==> src/rtl/mem_stage.sv <==
// Memory access stage: drives the data-memory port combinationally from the
// EX/MEM inputs, extracts and extends load data, and registers the MEM/WB bundle.
module mem_stage (
    input  logic        clk,
    input  logic        reset,
    input  logic [31:0] ex_mem_pc,
    input  logic [31:0] ex_mem_alu_result,
    input  logic [31:0] ex_mem_rs2_data,
    input  logic [4:0]  ex_mem_rd_addr,
    input  logic [15:0] ex_mem_control_signals,
    input  logic        ex_mem_valid,
    output logic [31:0] dmem_addr,
    input  logic [31:0] dmem_data_in,
    output logic [31:0] dmem_data_out,
    output logic        dmem_read,
    output logic        dmem_write,
    output logic [3:0]  dmem_byte_enable,
    output logic [31:0] mem_wb_pc,
    output logic [31:0] mem_wb_alu_result,
    output logic [31:0] mem_wb_mem_data,
    output logic [4:0]  mem_wb_rd_addr,
    output logic [15:0] mem_wb_control_signals,
    output logic        mem_wb_valid
);

    // Control bundle layout shared with the rest of the core.
    localparam int unsigned CONTROL_SIGNALS_WIDTH = 16;
    localparam int unsigned CTRL_MEM_READ         = 0;
    localparam int unsigned CTRL_MEM_WRITE        = 1;
    localparam int unsigned CTRL_MEM_WIDTH_LO     = 2;
    localparam int unsigned CTRL_MEM_WIDTH_HI     = 3;
    localparam int unsigned CTRL_MEM_UNSIGNED     = 4;

    localparam logic [1:0] MEM_BYTE = 2'b00;
    localparam logic [1:0] MEM_HALF = 2'b01;
    localparam logic [1:0] MEM_WORD = 2'b10;

    logic [1:0]  mem_width;
    logic [1:0]  lane_off;
    logic        mem_unsigned;
    logic [7:0]  load_byte;
    logic [15:0] load_half;
    logic [31:0] load_data;

    assign mem_width    = ex_mem_control_signals[CTRL_MEM_WIDTH_HI:CTRL_MEM_WIDTH_LO];
    assign lane_off     = ex_mem_alu_result[1:0];
    assign mem_unsigned = ex_mem_control_signals[CTRL_MEM_UNSIGNED];

    // Memory request: address, strobes, lane enables and replicated store data.
    always_comb begin
        dmem_addr        = ex_mem_alu_result;
        dmem_read        = ex_mem_valid & ex_mem_control_signals[CTRL_MEM_READ];
        dmem_write       = ex_mem_valid & ex_mem_control_signals[CTRL_MEM_WRITE];
        dmem_byte_enable = 4'b1111;
        dmem_data_out    = ex_mem_rs2_data;
        case (mem_width)
            MEM_BYTE: begin
                dmem_byte_enable = 4'b0001 << lane_off;
                dmem_data_out    = {4{ex_mem_rs2_data[7:0]}};
            end
            MEM_HALF: begin
                dmem_byte_enable = lane_off[1] ? 4'b1100 : 4'b0011;
                dmem_data_out    = {2{ex_mem_rs2_data[15:0]}};
            end
            default: begin
                dmem_byte_enable = 4'b1111;
                dmem_data_out    = ex_mem_rs2_data;
            end
        endcase
        if (!(dmem_read || dmem_write)) begin
            dmem_byte_enable = 4'b0000;
        end
    end

    // Load lane select and sign/zero extension; zero when no read is issued.
    always_comb begin
        case (lane_off)
            2'd0:    load_byte = dmem_data_in[7:0];
            2'd1:    load_byte = dmem_data_in[15:8];
            2'd2:    load_byte = dmem_data_in[23:16];
            default: load_byte = dmem_data_in[31:24];
        endcase
        load_half = lane_off[1] ? dmem_data_in[31:16] : dmem_data_in[15:0];
        load_data = dmem_data_in;
        case (mem_width)
            MEM_BYTE: load_data = mem_unsigned ? {24'h0, load_byte}
                                               : {{24{load_byte[7]}}, load_byte};
            MEM_HALF: load_data = mem_unsigned ? {16'h0, load_half}
                                               : {{16{load_half[15]}}, load_half};
            default:  load_data = dmem_data_in;
        endcase
        if (!dmem_read) begin
            load_data = 32'h0;
        end
    end

    // MEM/WB pipeline register, updated every cycle, cleared asynchronously.
    always_ff @(posedge clk or posedge reset) begin
        if (reset) begin
            mem_wb_pc              <= 32'h0;
            mem_wb_alu_result      <= 32'h0;
            mem_wb_mem_data        <= 32'h0;
            mem_wb_rd_addr         <= 5'h0;
            mem_wb_control_signals <= CONTROL_SIGNALS_WIDTH'(0);
            mem_wb_valid           <= 1'b0;
        end else begin
            mem_wb_pc              <= ex_mem_pc;
            mem_wb_alu_result      <= ex_mem_alu_result;
            mem_wb_mem_data        <= load_data;
            mem_wb_rd_addr         <= ex_mem_rd_addr;
            mem_wb_control_signals <= ex_mem_control_signals;
            mem_wb_valid           <= ex_mem_valid;
        end
    end

endmodule

==> config.mk <==
export PLATFORM = sky130hd
export DESIGN_NAME = mem_stage
export DESIGN_NICKNAME = d
export VERILOG_FILES = /design/src/rtl/mem_stage.sv
export SDC_FILE = /design/constraint.sdc
export NUM_CORES = 1
export LEC_CHECK = 0
export CORE_AREA = 4 4 128 130
export CTS_BUF_LIST = sky130_fd_sc_hd__clkbuf_8
export DETAILED_ROUTE_END_ITERATION = 10
export DIE_AREA = 0 0 132 134
export GPL_TIMING_DRIVEN = 0
export PLACE_DENSITY = 0.82
export SYNTH_ARGS = -nofsm -noshare
export SYNTH_HDL_FRONTEND = slang
export SYNTH_SLANG_ARGS = --single-unit
==> constraint.sdc <==
create_clock -name clk -period 4.6 [get_ports clk]
set_clock_uncertainty 0.1 [all_clocks]
set_input_delay 0.69 -clock clk [delete_from_list [all_inputs] [get_ports clk]]
set_output_delay 0.69 -clock clk [all_outputs]
set_load 0.1 [all_outputs]
### After elaboration in Yosys (flattened, before gate mapping)

Cells that the tools add are included.

| storage, ports and cells | value |
|---|---|
| flip-flop bits (word level) | 118 |
| latch bits | 0 |
| RAM bits | 0 |
| memory bits (read-only) | 0 |
| output and inout port bits | 188 |
| logic and storage cells | 25 |
| memories kept | 0 |

| cells by class | value |
|---|---|
| $add $sub $neg | 0 |
| $mul | 0 |
| divide/modulo/power cells | 0 |
| order comparisons | 0 |
| equal/unequal tests | 3 |
| shift-type cells | 1 |
| muxes and demuxes | 10 |
| bitwise gates (word level) | 2 |
| reduce and logical (&&, ||, !) cells | 3 |

Operator list:

| cell | count |
|---|---|
| case mux 32 bit (2 select lines) | 2 |
| 2-to-1 mux 32 bit | 3 |
| case mux 8 bit (3 select lines) | 1 |
| 2-to-1 mux 16 bit | 1 |
| 2-to-1 mux 4 bit | 2 |
| case mux 4 bit (2 select lines) | 1 |
| equality test 2 x 1 -> 1 bit, second input constant | 2 |
| zero test 2 bit | 2 |
| << shifter 1 x 2 -> 4 bit, first input constant | 1 |
| bitwise AND 1 bit | 2 |
| equality test 2 bit, second input constant | 1 |
| logical OR 1 bit | 1 |

### Longest topological paths before layout

Gate-level depths: netlist of run 1.

| depth | value |
|---|---|
| word-level depth | 5 |
| depth in mapped cells | 6 |

### Least setup slack after synthesis of run 1

No wires, ideal clock.

| timing | value |
|---|---|
| path kind | in2out |
| start point | input ex_mem_control_signals[3] |
| end point | output dmem_data_out[30] |
| arrival time | 3.169 ns |
| slack | 0.641 ns |
| stages on the path | 3 |
| buffers on the path | 2 |
| cell sequence | buf_4 clkbuf_1 o21ai_0 |

| between the ends | value |
|---|---|
| word-level cells in the longest chain between the ends | 2 |
| elaborated cells between the ends (all ways) | 3 |

Ends and longest elaborated chain:

| item | line | source |
|---|---|---|
| start: declaration | 10 | `input logic [15:0] ex_mem_control_signals,` |
| equality test 2 x 1 -> 1 bit / zero test 2 bit (equally long branches) | 56 | `case (mem_width)` |
| case mux 32 bit (2 select lines) (*) | 56 |  |
| end: declaration | 14 | `output logic [31:0] dmem_data_out,` |

Mark *: on every way between the ends. The rest lies on a longest branch, timed or not.

### Worst setup path after layout of run 1

| timing | value |
|---|---|
| start point | input ex_mem_alu_result[1] |
| end point | output dmem_byte_enable[0] |

| between the ends | value |
|---|---|
| word-level cells in the longest chain between the ends | 3 |
| elaborated cells between the ends (all ways) | 4 |

Ends and longest elaborated chain:

| item | line | source |
|---|---|---|
| start: declaration | 7 | `input logic [31:0] ex_mem_alu_result,` |
| 2-to-1 mux 4 bit / << shifter 1 x 2 -> 4 bit (equally long branches) | 62, 58 |  |
| case mux 4 bit (2 select lines) (*) | 56 |  |
| 2-to-1 mux 4 bit (*) | 70 | `if (!(dmem_read \|\| dmem_write)) begin` |
| end: declaration | 17 | `output logic [3:0] dmem_byte_enable,` |

Marked as above.

==> run_results.csv, run 1 <==
group,metric,value,unit
place,routabilityCongestion,0.8290,
power_and_ir_drop,leakage,3.666,nW
final_layout,regArea,2953,um^2
critical_path,crit_path_max_fanout,10,
global_routing,grt_pass1_vias,4214,
floorplanning,num_rows,45,
critical_path,start_kind,"input port",
yosys,syn-num-nets,478,
timing,drv_slew,0,
global_routing,antenna_found_initial,0,
timing,fin_crit,4.326,ns
floorplanning,die_width,132,um
clocking,clockBufferDepth,2,
yosys,ys_ff_latch,118,
critical_path,cp_slowest_cell,"clkdlybuf4s50_1",
critical_path,crit_chain,"clkdlybuf4s50_1, buf_6, buf_2, o21ai_1, nor2b_1, clkdlybuf4s50_1",
global_routing,grt_pass1_wl,25470,um
route,dr_total_vias,3912,
route,routed_wl,17480,um
clocking,clkSinkCount,118,
clocking,cts_tree,"done",
yosys,netlist_area,4417,um^2
global_routing,grt-ovfl-total,0,
power_and_ir_drop,p_per_area,376.0,nW/um^2
global_routing,grt_start_max_net_pins,82,
final_layout,area_delta_synth_final,91.93,%
route,first_pass_iters,5,
final_layout,finalInstanceArea,8477,um^2
critical_path,crit_required,3.81,ns
place,placed_cell_area,8078,um^2
global_routing,grt_usage,19.47,%
global_routing,top_usage_layer,"met2",
yosys,synth_cell_types,34,
clocking,htree_levels,4,
global_routing,met1_usage,19.76,%
clocking,post_cts_buffers,0,
yosys,avgSynthCellArea,13.55,um^2
timing,hold_ws,0.5380,ns
timing,period_share,94.05,%
final_layout,antenna_cells,0,
critical_path,cp_common_cell,"clkdlybuf4s50_1",
route,drtAntennaViolNets,0,
timing,hold_viol,0,
final_layout,multi_input_area,1046,um^2
timing,slew_headroom,25.27,%
final_layout,fill_cells,1290,
clocking,cts_made_buffers,17,
route,via_per_inst,4.415,
run_status,status,"finished, final reports clean",
critical_path,worstPathArrival,3.54,ns
critical_path,setup.worst_path.class,"in2out",
clocking,cts_resized,0,
clocking,postCtsHoldBufs,0,
floorplanning,coreArea,15150,um^2
floorplanning,num_io_pins,340,
power_and_ir_drop,finalPower,3.188,mW
place,dpl.cell_count,854,
route,wl_per_cell,19.73,um
floorplanning,initial_core_util,29.16,%
yosys,yosys_warnings,0,
yosys,synthCells,326,
final_layout,drive_above_1_share,17.62,%
yosys,ys_seq_area_share,66.86,%
clocking,clk_pin_slew_worst_paths,0.08,ns
critical_path,slowest_delay,1.16,ns
final_layout,nets,837,
power_and_ir_drop,vdd_drop_max,0.2064,mV
timing,fmax,231.1,MHz
timing,rsz0062_at_grt,"false",
clocking,cts_root_buf,"clkbuf_8",
global_routing,grtUsageMet3,8.402,%
route,initialDrtViolationCount,252,
floorplanning,die_area,17690,um^2
timing,report.final.setup_viol,0,
worst_hold_path,hold_class,"in2async",
critical_path,endpoint_kind,"primary output",
route,drc,0,
timing,tightestPinTransition,1.117,ns
job,cap_violations,0,
global_routing,gr-usage-met2,34.98,%
place,portBuffers,339,
floorplanning,die_h,134,um
final_layout,stdcell_count,886,
place,detailed_place_hpwl,14350,um
-- report_power, final --
group	internal [mW]	leakage, nW	switching [mW]
combinational	0.322	2.03	0.828
clock	0.499	0.199	0.437
sequential	1.09	1.44	0.0147
-- routing by layer --
layer,up-vias,wire [um]
met5,-,0
met3,29,1739
li1,1780,-
met1,1849,6090
met2,254,9118
met4,0,533
-- worst max-delay path, delay by kind of cell --
family	cells	cell delay, ns
buf+inv	4	2.01
compound gates	1	0.58
simple gates	1	0.23
-- state kept, by name, summed over array words and instances, names as in the netlist --
signal / flops
mem_wb_alu_result: 32
mem_wb_valid: 1
mem_wb_pc: 32
mem_wb_mem_data: 32
mem_wb_control_signals: 16
mem_wb_rd_addr: 5
-- stage by stage --
step / utilization (%) / setup slack [ns] / TNS, ns
2_1_floorplan: - / 0.6406 / 0
3_3_place_gp: 53.12 / -1.005 / -117.86
3_5_place_dp: 53.33 / 0.2660 / 0
4_1_cts: 55.97 / 0.2362 / 0
5_1_grt: 55.97 / 0.1190 / 0
6_report: 55.97 / 0.2737 / 0
-- final cells by class --
type                            instances  share of cell area, %
Buffer                                 56                  4.753
Clock buffer                           18                  2.923
Clock inverter                         14                  1.786
Inverter                                4                 0.2362
Multi-Input combinational cell        148                  12.34
Sequential cell                       118                  34.83
Tap cell                              188                  2.775
Timing Repair Buffer                  340                  40.35
-- synth_stat cells --
cell / count / area (um^2)
nand2_1: 32 / 120.1
and3_1: 1 / 6.260
mux2_4: 1 / 15.01
a21oi_1: 18 / 90.09
a222oi_1: 7 / 70.07
nor2b_1: 2 / 12.51
o21ai_1: 1 / 5.000
nor2_2: 1 / 6.260
buf_6: 2 / 22.52
mux2i_1: 10 / 100.1
and2_1: 1 / 6.260
nor2_1: 11 / 41.29
buf_12: 1 / 20.02
o21bai_1: 1 / 7.510
nand2b_1: 1 / 6.260
o22ai_4: 1 / 20.02
or3_1: 1 / 6.260
mux2_2: 23 / 259.0
inv_1: 4 / 15.01
clkbuf_2: 1 / 5.000
nand2_4: 10 / 112.6
o21ai_0: 18 / 90.09
and2_0: 1 / 6.260
a221oi_1: 1 / 8.760
clkbuf_1: 6 / 22.52
nor3_1: 1 / 5.000
buf_4: 41 / 307.8
o21ai_4: 1 / 16.27
o22ai_1: 1 / 6.260
or3b_1: 1 / 8.760
buf_2: 5 / 25.02
dfrtp_1: 118 / 2953
and3_4: 1 / 11.26
nand2b_2: 1 / 8.760
-- cell usage in the layout, fill, tap and decap left out, types with 3 or more instances in the layout --
cell / synthesis / final
clkinv_2: 0 / 3
clkbuf_8: 0 / 18
buf_2: 5 / 5
inv_6: 0 / 3
nor2_1: 11 / 11
dfrtp_1: 118 / 118
o21ai_0: 18 / 18
mux2i_1: 10 / 10
a21oi_1: 18 / 18
clkbuf_1: 6 / 6
clkdlybuf4s50_1: 0 / 339
clkinv_4: 0 / 5
buf_4: 41 / 41
inv_1: 4 / 3
nand2_4: 10 / 10
a222oi_1: 7 / 7
nand2_1: 32 / 32
mux2_2: 23 / 23
-- how the worst max path moves through the flow --
stage / startpoint / end / slack [ns] / depth (start not counted)
final: ex_mem_alu_result[1] / dmem_byte_enable[0] / 0.27 / 6
after global routing: ex_mem_alu_result[1] / dmem_byte_enable[0] / 0.12 / 6
after CTS: ex_mem_alu_result[1] / dmem_byte_enable[0] / 0.24 / 6
after detailed placement: ex_mem_alu_result[1] / dmem_byte_enable[0] / 0.27 / 6
after global placement: reset / mem_wb_mem_data[26] / -1.01 / 2
after floorplan: ex_mem_control_signals[3] / dmem_data_out[30] / 0.64 / 3
-- cell families after synthesis --
group / synth area share (%)
flip-flops: 66.86
AND/OR/NAND/NOR: 8.103
buffers and inverters: 9.462
AO/OA/AOI/OAI: 7.111
multiplexers: 8.470
No activity file was read; power rests on OpenSTA's default activity.
==> run 2: changes to the inputs <==
Settings changed: PLACE_DENSITY 0.82 to 0.81.
==> run 2 against run 1 <==
Fmax decreased by 0.60%. Worst hold slack improved by 0.037 ns. Worst setup slack lost 0.026 ns. Count of clock-buffer cells in the layout down 1. Highest routed layer is now met5. Total power up 0.67%. Critical path depth unchanged. Sequential power barely moved. Clock power up 2.7%. Flip-flop and latch count stayed put.
==> run_results.csv, run 2 (synthesis results as in run 1) <==
group,metric,value,unit
run_status,status,"finished, final reports clean",
global_routing,grt_pass1_vias,4062,
timing,tightestPinTransition,1.046,ns
place,detailed_place_hpwl,13850,um
power_and_ir_drop,power.switching,1.304,mW
clocking,postCtsHoldBufs,0,
worst_hold_path,hold_class,"in2async",
clocking,post_cts_buffers,0,
floorplanning,num_io_pins,340,
final_layout,nets,837,
final_layout,stdcell_count,886,
timing,slew_headroom,30.06,%
clocking,htree_levels,4,
clocking,clockBufferDepth,2,
power_and_ir_drop,intPower,1.905,mW
power_and_ir_drop,p_per_area,378.3,nW/um^2
global_routing,grt_start_max_net_pins,64,
global_routing,grt-ovfl-total,0,
timing,hold_viol,0,
global_routing,antenna_found_initial,1,
critical_path,setup.worst_path.class,"in2out",
floorplanning,die_area,17690,um^2
timing,fmax,229.8,MHz
final_layout,antenna_cells,0,
floorplanning,initial_core_util,29.16,%
clocking,cts_made_buffers,17,
timing,report.final.setup_viol,0,
route,via_per_inst,4.393,
route,wl_per_cell,19.10,um
power_and_ir_drop,power_frac_clock,29.9,%
route,dr_total_vias,3892,
clocking,clkSinkCount,118,
global_routing,grt_usage,18.85,%
final_layout,reg_top3,"mem_wb_alu_result: 32 flops, mem_wb_mem_data: 32 flops, mem_wb_pc: 32 flops",
power_and_ir_drop,pwr-share-comb,35.8,%
timing,fin_setup_tns,0,ns
floorplanning,num_rows,45,
floorplanning,die_h,134,um
critical_path,crit_required,3.81,ns
place,routabilityCongestion,0.8208,
final_layout,drive_above_1_share,17.48,%
floorplanning,die_width,132,um
timing,rsz0062_at_grt,"false",
clocking,cts_root_buf,"clkbuf_8",
route,drc,0,
final_layout,area_delta_synth_final,92.04,%
power_and_ir_drop,seq_power_share,34.3,%
critical_path,endpoint_kind,"primary output",
power_and_ir_drop,swShare,40.64,%
route,initialDrtViolationCount,241,
final_layout,layout_common_cells,"clkdlybuf4s50_1 (339), dfrtp_1 (118), buf_4 (41), nand2_1 (32), mux2_2 (23)",
route,first_pass_iters,5,
critical_path,startpoint,"ex_mem_alu_result[1]",
timing,drv_slew,0,
timing,fin_crit,4.352,ns
place,portBuffers,339,
critical_path,start_kind,"input port",
power_and_ir_drop,vdd_drop_max,0.1607,mV
clocking,cts_tree,"done",
route,routed_wl,16920,um
final_layout,final_common_cell,"clkdlybuf4s50_1",
clocking,cts_resized,0,
clocking,clk_pin_slew_worst_paths,0.09,ns
power_and_ir_drop,leakage,3.672,nW
critical_path,worstPathArrival,3.56,ns
critical_path,endpoint,"dmem_byte_enable[0]",
job,cap_violations,0,
place,dpl.cell_count,854,
critical_path,crit_path_max_fanout,10,
timing,period_share,94.62,%
route,drtAntennaViolNets,0,
global_routing,grt_pass1_wl,24700,um
floorplanning,coreArea,15150,um^2
final_layout,utilization,56.00,%
[run 2: how the worst min path moves through the flow]
stage                          from              endpoint  slack (ns)  cells past startpoint
2_1_floorplan  ex_mem_alu_result[0]  mem_wb_alu_result[0]        0.62                      0
3_3_place_gp          ex_mem_pc[12]         mem_wb_pc[12]        1.04                      1
3_5_place_dp           ex_mem_pc[8]          mem_wb_pc[8]        1.04                      1
4_1_cts           ex_mem_rd_addr[2]     mem_wb_rd_addr[2]        0.56                      1
5_1_grt               ex_mem_pc[26]         mem_wb_pc[26]        0.55                      1
6_report                      reset          mem_wb_pc[8]        0.57                      2
[run 2: layer usage]
metal / share of wire (%) / track usage (%)
met1: 35 / 19.21
met2: 54 / 35.15
met3: 9.3 / 7.314
met4: 1.7 / 6.534
met5: 0.12 / 0
[run 2: through the flow]
| step | setup slack [ns] | total power [mW] | hold slack, ns | instance area, um^2 |
|---|---|---|---|---|
| global placement | -0.9472 | 2.265 | 1.035 | 8045 |
| floorplan | 0.6406 | 1.907 | 0.6214 | 4417 |
| finish | 0.2475 | 3.209 | 0.5750 | 8482 |
| CTS | 0.2161 | 3.245 | 0.5605 | 8482 |
| detailed placement | 0.2422 | 2.274 | 1.038 | 8078 |
| global route | 0.09964 | 3.316 | 0.5510 | 8482 |
[run 2: power groups by stage]
stage          combinational, mW  clock [mW]  sequential, mW
2_1_floorplan              0.412           0            1.49
3_3_place_gp                1.15           0            1.12
3_5_place_dp                1.15           0            1.12
4_1_cts                     1.16       0.988            1.10
5_1_grt                     1.18        1.03            1.10
6_report                    1.15       0.961            1.10
[run 2: final cells by class]
class	instances	area, um^2
multi-input combinational	148	1046
sequential	118	2953
fill	1226	6664
inverter	4	20.02
clock buffer	17	234.0
timing repair buffer	340	3421
clock inverter	15	170.2
buffer	56	402.9
tap	188	235.2
[run 2: worst max-delay path, stage by stage]
cell             delay (ns)
clkdlybuf4s50_1        0.47
buf_6                  0.17
buf_2                  0.20
o21ai_1                0.58
nor2b_1                0.26
clkdlybuf4s50_1        1.18
==> run 3: changes to the inputs <==
Settings changed: CTS_CLUSTER_SIZE set to 28.
==> results of run 3 <==
Final layout, timing and power as in run 2 (identical DEF).
